**config.mk**
```make
export PLATFORM = sky130hd
export DESIGN_NAME = motor_drive
export DESIGN_NICKNAME = d
export VERILOG_FILES = /design/src/rtl/motor_drive_pkg.sv /design/src/rtl/motor_channel.sv /design/src/rtl/motor_drive.sv
export SDC_FILE = /design/constraint.sdc
export NUM_CORES = 1
export LEC_CHECK = 0
export ABC_AREA = 1
export BUFFER_PORTS_ARGS = -buffer_cell sky130_fd_sc_hd__clkbuf_2
export CORE_MARGIN = 2
export CORE_UTILIZATION = 49
export DETAILED_ROUTE_END_ITERATION = 12
export GPL_ROUTABILITY_DRIVEN = 0
export MAX_ROUTING_LAYER = met4
export PLACE_DENSITY = 0.64
export SLEW_MARGIN = 15
export SYNTH_ARGS = -nofsm -noshare
export SYNTH_HDL_FRONTEND = slang
export SYNTH_SLANG_ARGS = --single-unit
```
**constraint.sdc**
```tcl
create_clock -name clk -period 7.2 [get_ports clk]
set_input_delay 1.44 -clock clk [delete_from_list [all_inputs] [get_ports clk]]
set_output_delay 1.44 -clock clk [all_outputs]
set_load 0.05 [all_outputs]
```
**src/rtl/motor_drive_pkg.sv**
```systemverilog
// Shared encodings and defaults for the two-wheel motor driver.
package motor_drive_pkg;
  localparam logic [1:0] CMD_PROCEED = 2'b00;
  localparam logic [1:0] CMD_LEFT    = 2'b01;
  localparam logic [1:0] CMD_RIGHT   = 2'b10;
  localparam logic [1:0] CMD_STOP    = 2'b11;

  localparam logic [1:0] MODE_FULL   = 2'b00;
  localparam logic [1:0] MODE_VEER   = 2'b01;
  localparam logic [1:0] MODE_NINETY = 2'b11;

  typedef logic [0:0] ch_state_t;
  localparam ch_state_t ST_RUN  = 1'b0;
  localparam ch_state_t ST_DEAD = 1'b1;

  localparam int DEF_PWM_PERIOD   = 1000;
  localparam int DEF_DUTY_FULL    = 1000;
  localparam int DEF_DUTY_VEER    = 500;
  localparam int DEF_DUTY_PIVOT   = 600;
  localparam int DEF_RAMP_STEP    = 100;
  localparam int DEF_DEAD_PERIODS = 2;
endpackage

```
**src/rtl/motor_channel.sv**
```systemverilog
// One wheel: RUN/DEAD polarity-flip FSM, boundary-only duty ramp, PWM compare.
module motor_channel
  import motor_drive_pkg::*;
#(
  parameter int PWM_PERIOD   = DEF_PWM_PERIOD,
  parameter int RAMP_STEP    = DEF_RAMP_STEP,
  parameter int DEAD_PERIODS = DEF_DEAD_PERIODS,
  localparam int DW          = $clog2(PWM_PERIOD + 1)
) (
  input  logic          clk,
  input  logic          rst,
  input  logic          bnd_i,
  input  logic [DW-1:0] cnt_nxt_i,
  input  logic          tgt_pol_i,
  input  logic [DW-1:0] tgt_duty_i,
  output logic          pwm_o,
  output logic          dir_o,
  output logic          at_tgt_o
);
  localparam int DCW = $clog2(DEAD_PERIODS + 1);
  localparam logic [DW-1:0]  STEP   = DW'(RAMP_STEP);
  localparam logic [DCW-1:0] DEAD_N = DCW'(DEAD_PERIODS);

  ch_state_t      st_q, st_d;
  logic [DW-1:0]  duty_q, duty_d;
  logic [DCW-1:0] dead_q, dead_d, dead_inc;
  logic           dir_q, dir_d, pwm_q, pwm_d;

  assign dead_inc = dead_q + DCW'(1);

  always_comb begin
    st_d   = st_q;
    duty_d = duty_q;
    dead_d = dead_q;
    dir_d  = dir_q;
    if (bnd_i) begin
      if (st_q == ST_RUN) begin
        if (tgt_pol_i != dir_q) begin
          duty_d = '0;
          dead_d = '0;
          st_d   = ST_DEAD;
        end else if (duty_q < tgt_duty_i) begin
          duty_d = (tgt_duty_i - duty_q > STEP) ? duty_q + STEP : tgt_duty_i;
        end else begin
          duty_d = (duty_q - tgt_duty_i > STEP) ? duty_q - STEP : tgt_duty_i;
        end
      end else begin
        // Target changes here are ignored: DEAD always runs its full length.
        dead_d = dead_inc;
        if (dead_inc == DEAD_N) begin
          st_d   = ST_RUN;
          dir_d  = tgt_pol_i;
          duty_d = '0;
        end
      end
    end
    // Compare against next-cycle count so pwm_q lines up with the live count.
    pwm_d = (st_d == ST_RUN) && (cnt_nxt_i < duty_d);
  end

  always_ff @(posedge clk) begin
    if (rst) begin
      st_q   <= ST_RUN;
      duty_q <= '0;
      dead_q <= '0;
      dir_q  <= 1'b1;
      pwm_q  <= 1'b0;
    end else begin
      st_q   <= st_d;
      duty_q <= duty_d;
      dead_q <= dead_d;
      dir_q  <= dir_d;
      pwm_q  <= pwm_d;
    end
  end

  assign pwm_o    = pwm_q;
  assign dir_o    = dir_q;
  assign at_tgt_o = (st_q == ST_RUN) && (duty_q == tgt_duty_i);
endmodule

```
**src/rtl/motor_drive.sv**
```systemverilog
// Two-wheel PWM motor driver: command register, target decode, shared period counter.
module motor_drive
  import motor_drive_pkg::*;
#(
  parameter int PWM_PERIOD   = DEF_PWM_PERIOD,
  parameter int DUTY_FULL    = DEF_DUTY_FULL,
  parameter int DUTY_VEER    = DEF_DUTY_VEER,
  parameter int DUTY_PIVOT   = DEF_DUTY_PIVOT,
  parameter int RAMP_STEP    = DEF_RAMP_STEP,
  parameter int DEAD_PERIODS = DEF_DEAD_PERIODS
) (
  input  logic       clk,
  input  logic       rst,
  input  logic [3:0] dir,
  output logic       pwm_l,
  output logic       pwm_r,
  output logic       dir_l,
  output logic       dir_r,
  output logic       settled
);
  localparam int DW = $clog2(PWM_PERIOD + 1);
  localparam logic [DW-1:0] LAST    = DW'(PWM_PERIOD - 1);
  localparam logic [DW-1:0] D_FULL  = DW'(DUTY_FULL);
  localparam logic [DW-1:0] D_VEER  = DW'(DUTY_VEER);
  localparam logic [DW-1:0] D_PIVOT = DW'(DUTY_PIVOT);

  logic [3:0]    dir_q;
  logic [DW-1:0] cnt_q, cnt_d;
  logic          bnd;
  logic          pol_l, pol_r, at_l, at_r, settled_q;
  logic [DW-1:0] duty_l, duty_r;

  assign bnd   = (cnt_q == LAST);
  assign cnt_d = bnd ? '0 : cnt_q + DW'(1);

  always_comb begin
    pol_l  = 1'b1;
    pol_r  = 1'b1;
    duty_l = D_FULL;
    duty_r = D_FULL;
    case (dir_q[3:2])
      CMD_LEFT: begin
        if (dir_q[1:0] == MODE_NINETY) begin
          pol_l  = 1'b0;
          duty_l = D_PIVOT;
          duty_r = D_PIVOT;
        end else begin
          duty_l = D_VEER;
        end
      end
      CMD_RIGHT: begin
        if (dir_q[1:0] == MODE_NINETY) begin
          pol_r  = 1'b0;
          duty_l = D_PIVOT;
          duty_r = D_PIVOT;
        end else begin
          duty_r = D_VEER;
        end
      end
      CMD_STOP: begin
        // Stop keeps each wheel's present polarity so it never triggers a flip.
        pol_l  = dir_l;
        pol_r  = dir_r;
        duty_l = '0;
        duty_r = '0;
      end
      default: ;
    endcase
  end

  always_ff @(posedge clk) begin
    if (rst) begin
      dir_q     <= 4'b1111;
      cnt_q     <= '0;
      settled_q <= 1'b0;
    end else begin
      dir_q     <= dir;
      cnt_q     <= cnt_d;
      settled_q <= at_l & at_r;
    end
  end

  motor_channel #(
    .PWM_PERIOD(PWM_PERIOD), .RAMP_STEP(RAMP_STEP), .DEAD_PERIODS(DEAD_PERIODS)
  ) u_left (
    .clk(clk), .rst(rst), .bnd_i(bnd), .cnt_nxt_i(cnt_d),
    .tgt_pol_i(pol_l), .tgt_duty_i(duty_l),
    .pwm_o(pwm_l), .dir_o(dir_l), .at_tgt_o(at_l)
  );

  motor_channel #(
    .PWM_PERIOD(PWM_PERIOD), .RAMP_STEP(RAMP_STEP), .DEAD_PERIODS(DEAD_PERIODS)
  ) u_right (
    .clk(clk), .rst(rst), .bnd_i(bnd), .cnt_nxt_i(cnt_d),
    .tgt_pol_i(pol_r), .tgt_duty_i(duty_r),
    .pwm_o(pwm_r), .dir_o(dir_r), .at_tgt_o(at_r)
  );

  assign settled = settled_q;
endmodule

```
After elaboration in Yosys (flattened, before gate mapping) --
Index checks and enable logic that the tools add are counted. Widths: inputs -> output; s select.
Operators by class: $lt $le $gt $ge 8, eq/ne operators 11, $add $sub $neg 11, muxes and demuxes 34, bitwise logic cells 5, reduce and logical (&&, ||, !) cells 10
Operators with widths (count):
- $mux 10 | 16
- $pmux 10 s3 | 2
- $gt 10x7->1 const B | 4
- $lt 10x10->1 | 4
- $sub 10x10->10 | 4
- $add 10x7->10 const B | 2
- $eq 10x10->1 | 2
- $sub 10x7->10 const B | 2
- $add 10x1->10 const B | 1
- $eq 10x10->1 const B | 1
- $eq 2x2->1 const B | 5
- $mux 1 | 9
- $mux 9 | 1
- $mux 2 | 4
- $reduce_and 3->1 | 2
- $add 2x1->2 const B | 2
- $logic_and 1x1->1 | 4
- $not 1->1 | 4
- $pmux 1 s2 | 2
- $reduce_and 2->1 | 2
- $reduce_bool 2->1 | 2
- $eq 2x1->1 const B | 1
- $ne 1x1->1 | 2
- $and 1x1->1 | 1
Storage, ports and cells: output and inout bits 5, logic and storage cells 92, bits of input ports 6, register bits after elaboration 45

Logic depth before layout (Yosys ltp) --
depth in word-level cells 12, mapped depth 34, gate-level depth less buffers 32

Cells and area by module --
From an unflattened synthesis, not the netlist that was laid out.
Unflattened totals: cell total of the unflattened synthesis 938, area total of the unflattened synthesis 5773.0 sq um
Modules (own cells, without submodules):
- motor_channel at u_right | area an instance 2519.9 sq um, seq. area each 300.3 sq um, cells each 414, instances 1
- motor_channel at u_left | area an instance 2444.8 sq um, seq. area each 300.3 sq um, cells each 411, instances 1
- motor_drive | area an instance 808.3 sq um, seq. area each 300.3 sq um, cells each 113, instances 1

Least setup slack after synthesis --
Ideal clock, no wire load.
path kind register to register, start register dir_q[2], end register u_left.pwm_q (netlist: u_left.pwm_o), arrival 4.170 ns, slack 2.960 ns, required time 7.130 ns, library setup time 0.070 ns, period minus slack after synthesis 4.240 ns, buffers on the path 3, stages on the path, launching flop included 28, cell sequence dfxtp_1 > buf_4 > nand2_1 > a21oi_1 > clkinv_1 > ha_1 > clkbuf_1 > nand2_1 > nor2_1 > nand2_1 > nand2_1 > nor2_1 > nor2_2 > nand3_2 > buf_6 > nor2_1 > inv_1 > nand2_1 > nand2_1 > a31oi_1 > ha_1 > a21oi_1 > nor2_1 > a211oi_1 > o22ai_1 > a2111oi_0 > nand2_1 > a21oi_1
On the way: word-level cells in the longest chain between the ends 11, elaborated cells on any way between the ends 23, classes of those cells add/sub: 2; order compare: 4; eq/ne: 4; mux: 11; bitwise: 1; reduce/logical: 1
RTL lines:
- start: declaration | line motor_drive.sv:27 | logic [3:0] dir_q;
- start signal: assignment | line motor_drive.sv:77 | dir_q <= dir;
- $eq 2x2->1 / $eq 2x1->1 (equally long branches) | line motor_drive.sv:41 | case (dir_q[3:2])
- $pmux 10 s3 | line motor_drive.sv:41
- $sub 10x10->10 (on tied branches) | line motor_channel.sv:45, motor_channel.sv:43
- $gt 10x7->1 (on tied branches) | line motor_channel.sv:45, motor_channel.sv:43
- $mux 10 (on tied branches) | line motor_channel.sv:45, motor_channel.sv:43
- $mux 10 | line motor_channel.sv:42 | end else if (duty_q < tgt_duty_i) begin
- $mux 10 | line motor_channel.sv:38 | if (tgt_pol_i != dir_q) begin
- $mux 10 | line motor_channel.sv:37 | if (st_q == ST_RUN) begin
- $mux 10 | line motor_channel.sv:36 | if (bnd_i) begin
- $lt 10x10->1 | line motor_channel.sv:58 | pwm_d = (st_d == ST_RUN) && (cnt_nxt_i < duty_d);
- $logic_and 1x1->1 * | line motor_channel.sv:58
- end signal: assignment | line motor_channel.sv:73 | pwm_q <= pwm_d;
- end: declaration | line motor_channel.sv:27 | logic dir_q, dir_d, pwm_q, pwm_d;
Every way passes the cells marked *; elsewhere a longest branch is shown, timed or not. A chain may end at the register's enable or synchronous reset.

Final worst setup path --
Same ends and word-level chain as after synthesis.

==> qor.json <==
{
  "final_layout": {
    "area_growth_pct": 3.65,
    "filler_cell_count": 1039,
    "area.sequential_sq_um": 901,
    "final_area_sq_um": 5150,
    "nNetsFinal": 861,
    "final_layout_size_suffix_gt1_share_pct": 7.83,
    "n_antenna_cell": 0,
    "multi_input_comb_area_sq_um": 3510
  },
  "worst_setup_path": {
    "critPathSlowestCell": "clkinv_1",
    "arrival_ps": 5920,
    "max_stage_delay_ps": 660,
    "critPathKind": "reg -> reg",
    "cpMostUsedCell": "nand2_1",
    "cp-end-kind": "register",
    "worstPathBufferInverterCount": 2,
    "critical_path.max_fanout": 15,
    "worstPathRequired_ps": 7420,
    "worst_path_dominant_cell_family": "compound AO/OA/AOI/OAI gates",
    "setup.worst_path.start_class": "register"
  },
  "global_route": {
    "grt_pass1_vias": 4847,
    "grt_start_max_net_pins": 45,
    "initial_antenna_violation_count": 0,
    "grtUsageMet2_pct": 41.4,
    "grt.total_usage_pct": 26.4,
    "global_route.usage.met1_pct": 35.1,
    "most_crowded_layer_after_global_routing": "met2",
    "global_route.usage.met3_pct": 3.68,
    "grt_pass1_wl_um": 23200,
    "grt_ovf": 0
  },
  "synthesis": {
    "synth_async_sr_flop_share_pct": 0,
    "yosysSeqAreaShare_pct": 18.1,
    "postSynth.topFlopCell": "dfxtp_1",
    "post_synth.cell_area_avg_sq_um": 6.19,
    "postSynthRegisterBits": 45,
    "number_of_flops_mapped_to_enable_cells_by_yosys": 0,
    "synth.distinct_cells": 47,
    "synthCells": 804,
    "ys.warnings.count": 0,
    "mappedNetlistNets": 861,
    "synth_area_sq_um": 4970
  },
  "hold_path": {
    "hold_path.class": "reg -> reg"
  },
  "power": {
    "net-switching-power_w": 0.000246,
    "internal_power_w": 0.000395,
    "share_seq_of_total_power_pct": 40.0,
    "switching_share_pct": 38.3,
    "cellLeakagePower_nw": 2.62,
    "power_frac_comb_pct": 36.4,
    "portion_of_total_power_attributed_to_the_clock_network_pct": 23.6,
    "totalPowerFinal_w": 0.000641,
    "power.density_nw_per_um2": 124,
    "vdd.ir_drop.worst_mv": 0.0940
  },
  "sta": {
    "max_fclk_mhz": 175,
    "drv_slew": 0,
    "actual_slew_at_the_worst_max_slew_pin_ps": 793,
    "final-setup-viol-count": 0,
    "post-route-period-util_pct": 79.2,
    "post_route_setup_slack_ps": 1500,
    "worst_clock_skew_ps": 7.82,
    "worst_slew_margin_rel_pct": 47.2,
    "final.setup.tns_ps": 0,
    "post_layout_min_period_ps": 5700,
    "rsz_0062_raised_after_global_routing": "no",
    "final_hold_viol_count": 0
  },
  "route": {
    "detail_route.drc_violations": 0,
    "dr_total_vias": 5086,
    "initialDrtViolationCount": 331,
    "drt-total-wl_um": 13700,
    "routed_wire_length_per_instance_um": 14.6,
    "route.antenna.remaining_nets": 0,
    "routed_via_density": 5.42,
    "drt-pass1-iter-count": 5
  },
  "floorplan": {
    "die_width_um": 105,
    "core_area_sq_um": 9820,
    "chipHeight_um": 105,
    "dieArea_sq_um": 11000,
    "core.rowCount": 36,
    "starting_utilization_of_the_core_area_pct": 50.6,
    "floorplan.io_pins": 11
  },
  "cts": {
    "post_cts.resized_instances": 0,
    "clock_latency_ps": 300,
    "cts_setup_buffers": 0,
    "clock_tree_from_tritoncts": "yes",
    "cts-buffers-inserted": 5,
    "worst_setup_hold_path_clk_slew_ps": 80,
    "clkSinkCount": 45,
    "cts_max_level": 2,
    "ctsRootBufferMaster": "clkbuf_8",
    "cts_buffer_depth": 2,
    "post_cts_hold_buffer_count": 0
  },
  "placement": {
    "placement.cell_area_sq_um": 5070,
    "place_hpwl_um": 11100,
    "place_worst_setup_slack_ps": 1610,
    "port-buffer-count": 10
  },
  "status": {
    "outcome": "completed"
  },
  "job": {
    "max_cap_violations": 0
  }
}
==> registers in the layout (all words and copies together) (netlist names) <==
register        count
cnt_q              10
dir_q               4
settled             1
u_left.dead_q       2
u_left.dir_o        1
u_left.duty_q      10
u_left.pwm_o        1
u_left.st_q         1
u_right.dead_q      2
u_right.dir_o       1
u_right.duty_q     10
u_right.pwm_o       1
u_right.st_q        1
==> layout make-up <==
type | instances | share of cell area (%)
multi-input cells | 625 | 68.2
flip-flops and latches | 45 | 17.5
inverters | 116 | 8.45
well taps | 133 | 3.23
clock buffers | 8 | 1.55
repair buffers | 11 | 1.12
==> cells by family (layout without fill, tap and decap cells) <==
family	Yosys count	after routing	synth area share, %
simple gates	430	430	38.3
fa+ha+maj	51	51	12.8
compound gates	116	116	14.6
buf+inv	134	135	11.2
flops	45	45	18.1
xor+xnor	28	28	4.93
==> Yosys cell counts (4+ instances only) <==
library cell	instances	area, sq um
a211oi_1	4	30.0
a21oi_1	48	240
a21oi_2	6	52.6
a31oi_1	7	43.8
buf_4	4	30.0
buf_6	5	56.3
clkbuf_1	6	22.5
clkinv_1	5	18.8
dfxtp_1	45	901
ha_1	51	638
inv_1	107	402
inv_2	4	15.0
nand2_1	223	837
nand2_2	6	37.5
nand3_1	58	290
nand3_2	4	40.0
nand4_1	19	119
nor2_1	72	270
nor2_2	10	62.6
nor3_1	16	80.1
nor4_1	8	50.1
o211ai_1	4	30.0
o21ai_0	11	55.1
o21ai_1	13	65.1
or2_2	5	31.3
xnor2_1	5	43.8
xor2_1	23	201
==> cells in the final DEF (no fill, tap or decap), drive strengths merged <==
| cell type | synthesis | layout |
|---|---|---|
| nand3 | 63 | 63 |
| a31oi | 9 | 9 |
| clkbuf | 6 | 18 |
| inv | 111 | 111 |
| nand3b | 1 | 1 |
| nand4 | 19 | 19 |
| nor4 | 8 | 8 |
| a21oi | 54 | 54 |
| o31a | 1 | 1 |
| o21bai | 2 | 2 |
| buf | 12 | 1 |
| o31ai | 1 | 1 |
| nor3 | 16 | 16 |
| nor2 | 85 | 85 |
| o22ai | 3 | 3 |
| a2111oi | 2 | 2 |
| xor2 | 23 | 23 |
| o211ai | 5 | 5 |
| o21ai | 28 | 28 |
| and3 | 1 | 1 |
| dfxtp | 45 | 45 |
| a21boi | 1 | 1 |
| a21o | 3 | 3 |
| ha | 51 | 51 |
| or2 | 5 | 5 |
| a211oi | 4 | 4 |
| nand2 | 230 | 230 |
| and2 | 2 | 2 |
| clkinv | 5 | 5 |
| o21a | 3 | 3 |
| xnor2 | 5 | 5 |
==> worst reg2reg max path, delay by kind of cell (launching register included) <==
family                     cells  cell delay [ps]
adders and majority gates      2              750
DFF                            1              520
and+or+nand+nor               13             1570
buffers and inverters          2              740
AOI/OAI and AO/OA              8             2030
==> path summary, 6_finish.rpt <==
path	startpoint	endpoint	slack, ps	cells after the start
max	dir_q[2]$_SDFF_PP1_	u_left.pwm_o$_SDFF_PP0_	1500	25
min	u_right.dead_q[1]$_SDFFE_PP0P_	u_right.dead_q[1]$_SDFFE_PP0P_	470	2
max reg2reg	dir_q[2]$_SDFF_PP1_	u_left.pwm_o$_SDFF_PP0_	1500	25
min reg2reg	u_right.dead_q[1]$_SDFFE_PP0P_	u_right.dead_q[1]$_SDFFE_PP0P_	470	2
==> metrics by stage <==
stage | hold slack, ps | utilization, % | instances
after floorplan | 439 | - | 804
after global placement | 450 | 51.7 | 930
after detailed placement | 453 | 51.7 | 930
after CTS | 466 | 52.5 | 938
after global routing | 488 | 52.5 | 938
final | 467 | 52.5 | 938
==> routing by layer <==
metal / vias up / wire (um)
met5: - / 0
met4: 0 / 355
met3: 29 / 764
met2: 151 / 6190
met1: 2281 / 6370
li1: 2625 / -
==> power groups by stage <==
stage	logic [W]	clock network, W	registers, W
finish	0.000234	0.000151	0.000256
global route	0.000265	0.000166	0.000257
CTS	0.000231	0.000156	0.000256
detailed placement	0.000230	0	0.000262
global placement	0.000226	0	0.000262
floorplan	0.000185	0	0.000266
(Power assumes the default switching activity.)
